===== config.mk =====
export PLATFORM = sky130hd
export DESIGN_NAME = fetch_unit
export DESIGN_NICKNAME = d
export VERILOG_FILES = /design/src/rtl/fetch_unit.sv
export SDC_FILE = /design/constraint.sdc
export NUM_CORES = 1
export LEC_CHECK = 0
export ABC_AREA = 1
export BUFFER_PORTS_ARGS = -buffer_cell sky130_fd_sc_hd__buf_2
export CORE_UTILIZATION = 35
export CTS_BUF_LIST = sky130_fd_sc_hd__clkbuf_4 sky130_fd_sc_hd__clkbuf_8 sky130_fd_sc_hd__clkbuf_16
export DETAILED_ROUTE_END_ITERATION = 8
export HOLD_SLACK_MARGIN = 0.12
export SETUP_SLACK_MARGIN = 0.05
export SYNTH_ARGS = -nofsm -noshare
export SYNTH_HDL_FRONTEND = slang
export SYNTH_SLANG_ARGS = --single-unit

===== constraint.sdc =====
create_clock -name clk -period 3.8 [get_ports clk]
set_input_delay 0.19 -clock clk [delete_from_list [all_inputs] [get_ports clk]]
set_output_delay 0.19 -clock clk [all_outputs]
set_load 0.02 [all_outputs]

===== src/rtl/fetch_unit.sv =====
// RV32I instruction fetch stage: PC generation, single-outstanding imem fetch,
// redirect/stall handling, 1-entry skid buffer and a registered IF/ID slot.
module fetch_unit #(
  parameter logic [31:0] RESET_PC  = 32'h0000_0000,
  parameter logic [31:0] NOP_INSTR = 32'h0000_0013
) (
  input  logic        clk,
  input  logic        reset,
  output logic        imem_req_valid,
  output logic [31:0] imem_req_addr,
  input  logic        imem_req_ready,
  input  logic        imem_rsp_valid,
  input  logic [31:0] imem_rsp_data,
  input  logic        redirect_valid,
  input  logic [31:0] redirect_pc,
  input  logic        stall,
  output logic        if_id_valid,
  output logic [31:0] if_id_pc,
  output logic [31:0] if_id_pc_plus4,
  output logic [31:0] if_id_instr,
  output logic [6:0]  if_id_opcode
);

  typedef enum logic [1:0] {S_FETCH, S_WAIT, S_DROP} state_t;

  state_t      state;
  state_t      next_state;
  logic [31:0] pc;
  logic [31:0] inflight_pc;
  logic        skid_valid;
  logic [31:0] skid_pc;
  logic [31:0] skid_instr;
  logic        req_fire;
  logic        rsp_take;
  logic        accept;

  // A request transfers on a cycle where imem_req_valid && imem_req_ready; valid
  // never depends on ready. Responses have no back-pressure: a response is
  // consumed on the cycle imem_rsp_valid is high while WAIT or DROP.
  assign imem_req_addr = pc;
  assign req_fire      = imem_req_valid && imem_req_ready;
  assign rsp_take      = (state == S_WAIT) && imem_rsp_valid;
  assign accept        = !stall || !if_id_valid;
  assign if_id_opcode  = if_id_instr[6:0];

  always_ff @(posedge clk) begin
    if (reset) state <= S_FETCH;
    else       state <= next_state;
  end

  always_comb begin
    next_state     = state;
    imem_req_valid = 1'b0;
    case (state)
      S_FETCH: begin
        imem_req_valid = !skid_valid && !redirect_valid;
        if (imem_req_valid && imem_req_ready) next_state = S_WAIT;
      end
      S_WAIT: begin
        if (redirect_valid) next_state = imem_rsp_valid ? S_FETCH : S_DROP;
        else if (imem_rsp_valid) next_state = S_FETCH;
      end
      S_DROP: begin
        // The discarded response is consumed even if another redirect lands on it.
        if (imem_rsp_valid) next_state = S_FETCH;
      end
      default: next_state = S_FETCH;
    endcase
    if (reset) imem_req_valid = 1'b0;
  end

  always_ff @(posedge clk) begin
    if (reset) begin
      pc             <= RESET_PC;
      inflight_pc    <= 32'd0;
      skid_valid     <= 1'b0;
      skid_pc        <= 32'd0;
      skid_instr     <= NOP_INSTR;
      if_id_valid    <= 1'b0;
      if_id_pc       <= 32'd0;
      if_id_pc_plus4 <= 32'd4;
      if_id_instr    <= NOP_INSTR;
    end else if (redirect_valid) begin
      pc          <= {redirect_pc[31:2], 2'b00};
      skid_valid  <= 1'b0;
      if_id_valid <= 1'b0;
      if_id_instr <= NOP_INSTR;
    end else begin
      if (req_fire) begin
        inflight_pc <= pc;
        pc          <= pc + 32'd4;
      end
      if (accept) begin
        if (skid_valid) begin
          if_id_valid    <= 1'b1;
          if_id_pc       <= skid_pc;
          if_id_pc_plus4 <= skid_pc + 32'd4;
          if_id_instr    <= skid_instr;
          skid_valid     <= rsp_take;
          if (rsp_take) begin
            skid_pc    <= inflight_pc;
            skid_instr <= imem_rsp_data;
          end
        end else if (rsp_take) begin
          if_id_valid    <= 1'b1;
          if_id_pc       <= inflight_pc;
          if_id_pc_plus4 <= inflight_pc + 32'd4;
          if_id_instr    <= imem_rsp_data;
        end else begin
          if_id_valid <= 1'b0;
          if_id_instr <= NOP_INSTR;
        end
      end else if (rsp_take) begin
        skid_valid <= 1'b1;
        skid_pc    <= inflight_pc;
        skid_instr <= imem_rsp_data;
      end
    end
  end

endmodule

==> impl_metrics.py, run 1 <==
metrics = {
    "power_and_ir_drop": {
        "p_sw_mw": 1.31,
        "comb_power_share": 0.091,
        "vdd_drop_max_v": 0.000324,
        "p_leak_nw": 5.87,
        "power.total_mw": 5.35,
        "intPower_mw": 4.04,
        "p_sw_frac": 0.245,
        "seq_power_share": 0.449,
        "powerDensity_nw_per_um2": 407,
        "clock_power_share": 0.460,
    },
    "layout": {
        "area_growth_pct": 23.7,
        "antennaDiodeCount": 0,
        "num-nets-final": 1813,
        "stdcell_area_um2": 13200,
        "final_layout_size_suffix_gt1_frac": 0.193,
        "fillers": 3094,
        "fin_cells": 2146,
    },
    "placed_design": {
        "portBuffers": 198,
        "dpl_cell_area_um2": 11700,
        "placedCellCount": 2039,
        "pre_cts_ws_ps": 1230,
        "finalWeightedCongestion": 0.882,
        "dpl.hpwl_um": 21400,
    },
    "synth": {
        "syn_inst": 1529,
        "yosys-top-cells-area": "dfxtp_1 (41%), nand2_1 (12%), nor2_1 (8.6%)",
        "synthMuxAreaShare": 0.000941,
        "seq_area_frac_synth": 0.410,
        "ys_warn_count": 0,
        "ys_ff_latch": 218,
        "synthAdderAreaFrac": 0.00235,
        "synthesis.area_um2": 10600,
        "synth_top_family_by_area": "simple AND/OR/NAND/NOR gates",
        "netlist.area_leader.share": 0.410,
        "synth_edf_count": 0,
        "synth_common_cells": "nand2_1 (331), nor2_1 (243), dfxtp_1 (218)",
        "synth.distinct_cells": 51,
        "syn_area_per_cell_um2": 6.96,
        "synth_compound_area_frac": 0.152,
        "synth_top_flop_cell": "dfxtp_1",
        "synth_area_leader_cell": "dfxtp_1",
        "ys_async_sr_fraction": 0,
        "yosysMostFrequentCell": "nand2_1",
        "yosys.area_share.simple": 0.324,
        "synth_xor_xnor_area_share": 0.00659,
    },
    "sta": {
        "fin_crit_ps": 2490,
        "period_share": 0.654,
        "setup_viol": 0,
        "rsz0062_at_grt": "no",
        "drv_slew": 0,
        "fmax_mhz": 402,
        "finalSetupTns_ps": 0,
        "tightest_slew_ps": 834,
        "worst_slew_margin_rel": 0.443,
        "fin_worst_skew_ps": 7.89,
        "hold_violations": 0,
        "fin_ws_ps": 1310,
    },
    "worst_setup_path": {
        "path_max_fanout": 55,
        "r2r_cells": 5,
        "start_kind": "flop",
        "path_class": "reg2reg",
        "rrSetupSlack_ps": 1310,
        "cp.required_ps": 4180,
        "endpoint_kind": "flop",
        "critPathArrivalTime_ps": 2870,
    },
    "flow_run": {
        "drv_cap": 0,
    },
    "routing": {
        "drt-total-wl_um": 31000,
        "vias": 10500,
        "routed_via_density": 4.88,
        "drt-wirelength-per-cell_um": 14.5,
        "drt_pre_antenna_iters": 7,
        "first_iter_violations": 723,
        "drc": 0,
        "ant_nets": 0,
    },
    "clock_tree": {
        "htree_levels": 1,
        "numClockSinks": 218,
        "cts.path.max_buffers": 3,
        "numCtsBuffers": 25,
        "root_buffer": "clkbuf_16",
        "clk_pin_slew_worst_paths_ps": 60,
        "cts_tree": "done",
        "clk_latency_ps": 530,
    },
    "die": {
        "die_y_um": 176,
        "ios": 207,
        "num_rows": 63,
        "core-area_um2": 29800,
        "initial_utilization": 0.357,
        "die_w_um": 176,
        "die_area_um2": 31100,
    },
    "global_route": {
        "grt_max_degree": 79,
        "grt_pass1_wl_um": 49500,
        "first_global_vias": 9543,
        "grt_overflow_total": 0,
        "track_usage": 0.196,
        "antenna_found_initial": 0,
    },
    "min_path": {
        "hold_depth": 5,
        "hp-class": "in2reg",
    },
    "run_status": {
        "status": "finished, final reports clean",
    },
}
power by group through the flow:
stage / registers [mW] / logic, mW / clock network [mW]
detailed placement: 2.45 / 0.437 / 0
global route: 2.41 / 0.540 / 2.62
finish: 2.40 / 0.487 / 2.46
CTS: 2.40 / 0.489 / 2.52
global placement: 2.45 / 0.433 / 0
floorplan: 2.49 / 0.242 / 0
cell usage in the layout, fill, tap and decap left out, drive strengths merged:
cell,instances
conb,6
a21boi,6
o21a,1
o211ai,1
o221ai,3
nand4,7
clkinv,3
o311ai,3
xor2,7
o21ai,155
inv,135
clkbuf,35
dfxtp,218
nand3,104
mux2i,1
nor4,1
nand2,361
ha,2
nand3b,11
nor2,266
a31oi,36
or2,1
xnor2,1
bufinv,3
a211oi,13
dlygate4sd3,65
a31o,4
o211a,2
o31ai,1
and2,1
buf,213
nor3,31
o21bai,6
a21oi,53
flip-flops by register name, indices dropped and copies added, names as in the netlist:
register	count
if_id_instr	32
if_id_pc	30
if_id_pc_plus4	30
if_id_valid	1
imem_req_addr	30
inflight_pc	30
skid_instr	32
skid_pc	30
skid_valid	1
state	2
layer usage:
metal,part of all wire,track usage,vias up
li1,-,-,5363
met1,0.47,0.272,4759
met2,0.45,0.321,307
met3,0.059,0.0267,41
met4,0.020,0.0503,0
met5,0,0,-
final timing paths:
path	start	end
min reg2reg	state[1]	state[0]
max reg2reg	skid_valid	skid_pc[2]
max	skid_valid	skid_pc[2]
min	stall	skid_valid
stage by stage:
step            util  hold slack (ps)
6_report       0.442              144
3_3_place_gp   0.392              392
5_1_grt        0.442              193
3_5_place_dp   0.392              399
4_1_cts        0.442              131
2_1_floorplan      -              268
cell families (layout without fill, tap and decap cells):
group,Yosys count,in the layout
and+or+nand+nor,783,783
AOI/OAI and AO/OA,284,284
buffers and inverters,232,454
DFF,218,218
xor gates and xnor gates,8,8
adders and majority gates,2,2
other,1,6
muxes,1,1
worst max-delay path, stage by stage, from the launching register on:
cell      delay [ps]
dfxtp_4          800
o21bai_1         250
nor2_4           490
inv_2            450
o21ai_0          270
a21oi_1           50
final cells by class:
type | count | area, um^2 | area share
Multi-Input combinational cell | 1084 | 5200 | 0.395
Timing Repair Buffer | 278 | 1770 | 0.134
Clock buffer | 35 | 719 | 0.0547
Clock inverter | 7 | 114 | 0.00865
Inverter | 134 | 508 | 0.0386
Tap cell | 390 | 488 | 0.0371
Sequential cell | 218 | 4370 | 0.332
what timing repair did:
action,CTS,global route
hold endpoints to repair,96,0
hold buffers,65,0
setup buffers,0,0
resized for setup,0,0
Note: power is estimated with default switching activity, not from simulation.
==> inputs of run 2 (changes only) <==
--- a/config.mk
+++ b/config.mk
@@ -5,7 +5,7 @@
 export SDC_FILE = /design/constraint.sdc
 export NUM_CORES = 1
 export LEC_CHECK = 0
-export ABC_AREA = 1
+export ABC_AREA = 0
 export BUFFER_PORTS_ARGS = -buffer_cell sky130_fd_sc_hd__buf_2
 export CORE_UTILIZATION = 35
 export CTS_BUF_LIST = sky130_fd_sc_hd__clkbuf_4 sky130_fd_sc_hd__clkbuf_8 sky130_fd_sc_hd__clkbuf_16
==> constraint.sdc (replaced) <==
create_clock -name clk -period 2.49 [get_ports clk]
set_input_delay 0.1245 -clock clk [delete_from_list [all_inputs] [get_ports clk]]
set_output_delay 0.1245 -clock clk [all_outputs]
set_load 0.02 [all_outputs]
==> impl_metrics.py, run 2 <==
metrics = {
    "sta": {
        "fin_crit_ps": 2270,
        "drv_slew": 0,
        "hold_ws_ps": 220,
        "tightest_slew_ps": 710,
        "worst_slew_margin_rel": 0.527,
        "hold_violations": 0,
        "fin_ws_ps": 217,
        "fmax_mhz": 440,
        "fin_worst_skew_ps": 9.52,
        "rsz0062_at_grt": "no",
        "period_share": 0.913,
        "setup_viol": 0,
    },
    "synth": {
        "synth_top_flop_cell": "dfxtp_1",
        "synthesis.area_um2": 9830,
        "synth_edf_count": 0,
        "synth_common_cells": "nand2_1 (264), dfxtp_1 (218), a21oi_1 (92)",
        "syn_area_per_cell_um2": 8.06,
        "ys_async_sr_fraction": 0,
        "syn_inst": 1220,
        "ys_warn_count": 0,
        "yosysMostFrequentCell": "nand2_1",
        "yosys-top-cells-area": "dfxtp_1 (44%), nand2_1 (10%), a21oi_1 (4.7%)",
        "seq_area_frac_synth": 0.444,
        "ys_ff_latch": 218,
        "synth_area_leader_cell": "dfxtp_1",
        "netlist.area_leader.share": 0.444,
        "synth.distinct_cells": 66,
    },
    "min_path": {
        "hold_start": "redirect_valid",
        "worstHoldEndpoint": "imem_req_addr[21]",
        "hp-class": "in2reg",
        "hold_depth": 4,
    },
    "worst_setup_path": {
        "path_max_fanout": 6,
        "regToRegEndpoint": "imem_req_addr[18]",
        "endpoint_kind": "flop",
        "rrSetupSlack_ps": 220,
        "cp.required_ps": 2940,
        "r2r-start": "state[1]",
        "critPathArrivalTime_ps": 2730,
        "r2r_cells": 5,
        "start_kind": "flop",
        "path_class": "reg2reg",
    },
    "die": {
        "ios": 207,
        "die_area_um2": 28800,
        "num_rows": 60,
        "initial_utilization": 0.361,
        "die_y_um": 170,
        "die_w_um": 170,
        "core-area_um2": 27300,
    },
    "placed_design": {
        "pre_cts_ws_ps": 9.02,
        "dpl.hpwl_um": 20800,
        "placedCellCount": 1751,
        "finalWeightedCongestion": 0.863,
        "dpl_cell_area_um2": 11400,
        "portBuffers": 198,
    },
    "layout": {
        "fin_cells": 1871,
        "final_layout_size_suffix_gt1_frac": 0.232,
        "layout_commonest_cell": "nand2_1",
        "fillers": 2714,
        "mostFrequentLayoutCells": "nand2_1 (263), dfxtp_1 (217), buf_2 (197), a21oi_1 (92), nor2_1 (82)",
        "num-nets-final": 1550,
        "multi_input_area_um2": 5060,
        "regArea_um2": 4370,
        "reg_top3": "if_id_instr (32), skid_instr (32)",
        "stdcell_area_um2": 13000,
        "area_growth_pct": 32.6,
    },
    "routing": {
        "ant_nets": 0,
        "routed_via_density": 5.29,
        "first_iter_violations": 714,
        "drc": 0,
        "drt-total-wl_um": 30600,
        "drt-wirelength-per-cell_um": 16.3,
        "vias": 9898,
        "drt_pre_antenna_iters": 5,
    },
    "global_route": {
        "grt_max_degree": 82,
        "antenna_found_initial": 1,
        "grt_overflow_total": 0,
        "track_usage": 0.206,
        "grt_pass1_wl_um": 48200,
        "first_global_vias": 8926,
    },
    "clock_tree": {
        "clk_pin_slew_worst_paths_ps": 60,
        "cts.path.max_buffers": 3,
        "numClockSinks": 218,
        "htree_levels": 1,
        "numCtsBuffers": 25,
        "root_buffer": "clkbuf_16",
        "clk_latency_ps": 520,
        "cts_tree": "done",
    },
    "power_and_ir_drop": {
        "powerDensity_nw_per_um2": 618,
        "p_leak_nw": 5.05,
        "vdd_drop_max_v": 0.000464,
    },
    "run_status": {
        "status": "finished, final reports clean",
    },
    "flow_run": {
        "drv_cap": 0,
    },
}
==> run 2: cell types whose count changed after synthesis, sizes merged, moves of 39 or more <==
cell,change
a21oi,+39
inv,-128
nand2,-97
nand3,-67
nor2,-182
o21ai,-104
==> run 2: cell families (layout without fill, tap and decap cells) <==
family | after synthesis | count (layout) | synth area share
AND/OR/NAND/NOR | 534 | 534 | 0.250
buffers and inverters | 113 | 385 | 0.0500
other | 1 | 8 | 0.000381
multiplexers | 40 | 40 | 0.0420
AO/OA/AOI/OAI | 302 | 302 | 0.202
adder cells (fa/ha/maj) | 2 | 2 | 0.00254
XOR/XNOR | 10 | 10 | 0.00891
flip-flops | 218 | 218 | 0.444
==> run 2: cell type report <==
| class | count | share of cell area |
|---|---|---|
| sequential | 218 | 0.335 |
| clock inverter | 12 | 0.0111 |
| inverter | 6 | 0.00173 |
| clock buffer | 34 | 0.0561 |
| multi-input combinational | 894 | 0.388 |
| timing repair buffer | 333 | 0.172 |
| antenna | 2 | 0.000384 |
| tap | 372 | 0.0357 |
==> run 2: worst max path at each step <==
stage	startpoint	end	slack (ps)
floorplan	skid_valid	if_id_pc_plus4[24]	-40
global placement	skid_valid	skid_instr[26]	50
detailed placement	skid_valid	skid_instr[3]	9
CTS	skid_valid	if_id_pc_plus4[24]	50
global route	state[0]	imem_req_addr[18]	60
finish	state[1]	imem_req_addr[18]	220
==> run 2: report_power, final <==
| group | internal, mW | switching (mW) | total (mW) |
|---|---|---|---|
| Clock | 2.37 | 1.46 | 3.83 |
| Sequential | 3.55 | 0.0786 | 3.63 |
| Combinational | 0.254 | 0.352 | 0.606 |
==> run 2: critical path, stage by stage (launching register included) <==
cell and delay, ps:
dfxtp_1 350, or4_1 710, nor3_1 540, nand4_1 190, mux2_2 300, a21oi_1 130
==> run 2: repair_timing <==
item	CTS	global route
hold buffers	67	0
endpoints found under the hold margin	97	0
gates resized for setup	1	2
setup endpoints to repair	44	61
pin swaps	0	3
gates cloned	0	0
buffers inserted	0	5
==> run 2: metrics by stage <==
| step | TNS [ps] | utilization | power, mW |
|---|---|---|---|
| after floorplan | -116 | - | 3.99 |
| after global placement | 0 | 0.419 | 4.22 |
| after detailed placement | 0 | 0.419 | 4.22 |
| after CTS | 0 | 0.476 | 8.15 |
| after global routing | 0 | 0.478 | 8.38 |
| final | 0 | 0.478 | 8.06 |
==> run 2: per-layer routing <==
layer,track usage,up-vias,wire length (um)
met2,0.306,306,13200
met3,0.0310,33,1850
met1,0.309,4643,15100
met5,0,-,0
met4,0.0517,0,453
li1,-,4916,-
==> inputs of run 3 (changes only) <==
--- a/config.mk
+++ b/config.mk
@@ -7,8 +7,10 @@
 export LEC_CHECK = 0
 export ABC_AREA = 0
 export BUFFER_PORTS_ARGS = -buffer_cell sky130_fd_sc_hd__buf_2
+export CORE_MARGIN = 3
 export CORE_UTILIZATION = 35
 export CTS_BUF_LIST = sky130_fd_sc_hd__clkbuf_4 sky130_fd_sc_hd__clkbuf_8 sky130_fd_sc_hd__clkbuf_16
+export CTS_CLUSTER_SIZE = 16
 export DETAILED_ROUTE_END_ITERATION = 8
 export HOLD_SLACK_MARGIN = 0.12
 export SETUP_SLACK_MARGIN = 0.05
==> impl_metrics.py, run 3 (synthesized netlist as in run 2, its figures left out) <==
metrics = {
    "run_status": {
        "status": "finished, final reports clean",
    },
    "die": {
        "ios": 207,
        "num_rows": 60,
        "initial_utilization": 0.361,
        "die_w_um": 174,
        "die_y_um": 174,
        "die_area_um2": 30100,
        "core-area_um2": 27300,
    },
    "global_route": {
        "antenna_found_initial": 0,
        "track_usage": 0.192,
        "grt_max_degree": 84,
        "grt_pass1_wl_um": 49100,
        "grt_overflow_total": 0,
        "first_global_vias": 9098,
    },
    "power_and_ir_drop": {
        "powerDensity_nw_per_um2": 636,
        "comb_power_share": 0.072,
        "p_sw_mw": 1.90,
        "clock_power_share": 0.490,
        "intPower_mw": 6.39,
        "vdd_drop_max_v": 0.000389,
        "p_sw_frac": 0.229,
        "p_leak_nw": 5.02,
        "seq_power_share": 0.438,
        "power.total_mw": 8.29,
    },
    "worst_setup_path": {
        "endpoint_kind": "flop",
        "critPathArrivalTime_ps": 2750,
        "cp.required_ps": 2900,
        "rrSetupSlack_ps": 140,
        "regToRegEndpoint": "if_id_pc_plus4[31]",
        "path_max_fanout": 12,
        "path_cells": "clkbuf_8, nand3b_1, a222oi_1, buf_4, nand3_1, or4_1, a32o_1",
        "path_class": "reg2reg",
        "slowest_delay_ps": 530,
        "r2r-start": "skid_valid",
        "slowest_stage": "or4_1",
        "critPathBufInv": 2,
        "r2r_cells": 7,
        "start_kind": "flop",
        "critical_path.top_delay_family": "simple AND/OR/NAND/NOR gates",
    },
    "layout": {
        "mostFrequentLayoutCells": "nand2_1 (262), dfxtp_1 (214), buf_2 (197), a21oi_1 (92), nor2_1 (82)",
        "fillers": 2679,
        "num-nets-final": 1544,
        "reg_top3": "if_id_instr (32), skid_instr (32)",
        "area_growth_pct": 32.6,
        "stdcell_area_um2": 13000,
        "final_layout_size_suffix_gt1_frac": 0.232,
        "antennaDiodeCount": 0,
        "layout_commonest_cell": "nand2_1",
    },
    "clock_tree": {
        "numCtsBuffers": 25,
        "cts.path.max_buffers": 3,
        "root_buffer": "clkbuf_16",
        "numClockSinks": 218,
        "clk_pin_slew_worst_paths_ps": 60,
        "cts_tree": "done",
        "htree_levels": 1,
        "clk_latency_ps": 520,
    },
    "routing": {
        "drt-total-wl_um": 30700,
        "first_iter_violations": 812,
        "vias": 9876,
        "routed_via_density": 5.31,
        "ant_nets": 0,
        "drc": 0,
        "drt-wirelength-per-cell_um": 16.5,
        "drt_pre_antenna_iters": 5,
    },
    "sta": {
        "tightest_slew_ps": 933,
        "period_share": 0.943,
        "hold_violations": 0,
        "rsz0062_at_grt": "no",
        "fmax_mhz": 426,
        "fin_worst_skew_ps": 12.2,
        "setup_viol": 0,
        "hold_ws_ps": 180,
        "fin_crit_ps": 2350,
        "finalSetupTns_ps": 0,
        "drv_slew": 0,
        "worst_slew_margin_rel": 0.378,
    },
    "min_path": {
        "hp-class": "in2reg",
        "hold_depth": 4,
        "worstHoldEndpoint": "imem_req_addr[18]",
        "hold_start": "redirect_valid",
    },
    "placed_design": {
        "portBuffers": 198,
        "dpl_cell_area_um2": 11300,
        "dpl.hpwl_um": 20800,
        "finalWeightedCongestion": 0.853,
    },
    "flow_run": {
        "drv_cap": 0,
    },
}
==> run 3: cell count changes in the layout (fill, tap and decap cells not counted), sizes merged <==
cell         delta
inv             -1
clkbuf          -1
buf             -9
dlygate4sd3     +2
bufinv          +3
diode           -2
clkinv          -2
==> run 3: how the worst max path moves through the flow <==
| stage | start | endpoint | slack (ps) | cells past startpoint |
|---|---|---|---|---|
| 2_1_floorplan | skid_valid | if_id_pc_plus4[24] | -40 | 12 |
| 3_3_place_gp | skid_valid | if_id_pc_plus4[31] | 130 | 6 |
| 3_5_place_dp | skid_valid | if_id_pc_plus4[24] | 120 | 7 |
| 4_1_cts | skid_valid | if_id_pc_plus4[22] | 70 | 7 |
| 5_1_grt | skid_valid | if_id_pc_plus4[31] | 60 | 7 |
| 6_report | skid_valid | if_id_pc_plus4[31] | 140 | 7 |
==> run 3: metrics by stage <==
step / worst slack (ps) / utilization / instances
2_1_floorplan: -41.0 / - / 1225
3_3_place_gp: 133 / 0.416 / 1740
3_5_place_dp: 124 / 0.416 / 1740
4_1_cts: 71.8 / 0.475 / 1853
5_1_grt: 55.9 / 0.478 / 1861
6_report: 141 / 0.478 / 1861
==> run 3: cell type report <==
type,instances,area [um^2],share of cell area
inverters,6,22.5,0.00173
flip-flops and latches,218,4370,0.335
multi-input cells,894,5070,0.389
clock inverters,12,216,0.0166
well taps,372,465,0.0357
clock buffers,32,697,0.0535
repair buffers,327,2190,0.168
==> run 3: per-layer routing <==
metal	routed length, um	track usage	up-vias
li1	-	-	4900
met1	14900	0.285	4604
met2	13200	0.294	337
met3	2100	0.0300	35
met4	465	0.0382	0
met5	0	0	-
==> run 3: power by group through the flow <==
stage / Combinational, mW / Clock [mW] / Sequential, mW
floorplan: 0.248 / 0 / 3.74
global placement: 0.509 / 0 / 3.70
detailed placement: 0.513 / 0 / 3.70
CTS: 0.599 / 4.16 / 3.62
global route: 0.656 / 4.32 / 3.63
finish: 0.600 / 4.06 / 3.63
==> run 3: timing repair <==
action	in CTS	in global routing
setup endpoints to repair	0	63
hold buffers	69	0
buffers inserted	0	8
resized for setup	0	8
endpoints found under the hold margin	97	0
==> run 3: worst reg2reg max path, cell delays in order, from the launching register on <==
cell	delay, ps
dfxtp_4	410
clkbuf_8	200
nand3b_1	220
a222oi_1	340
buf_4	180
nand3_1	90
or4_1	530
a32o_1	260
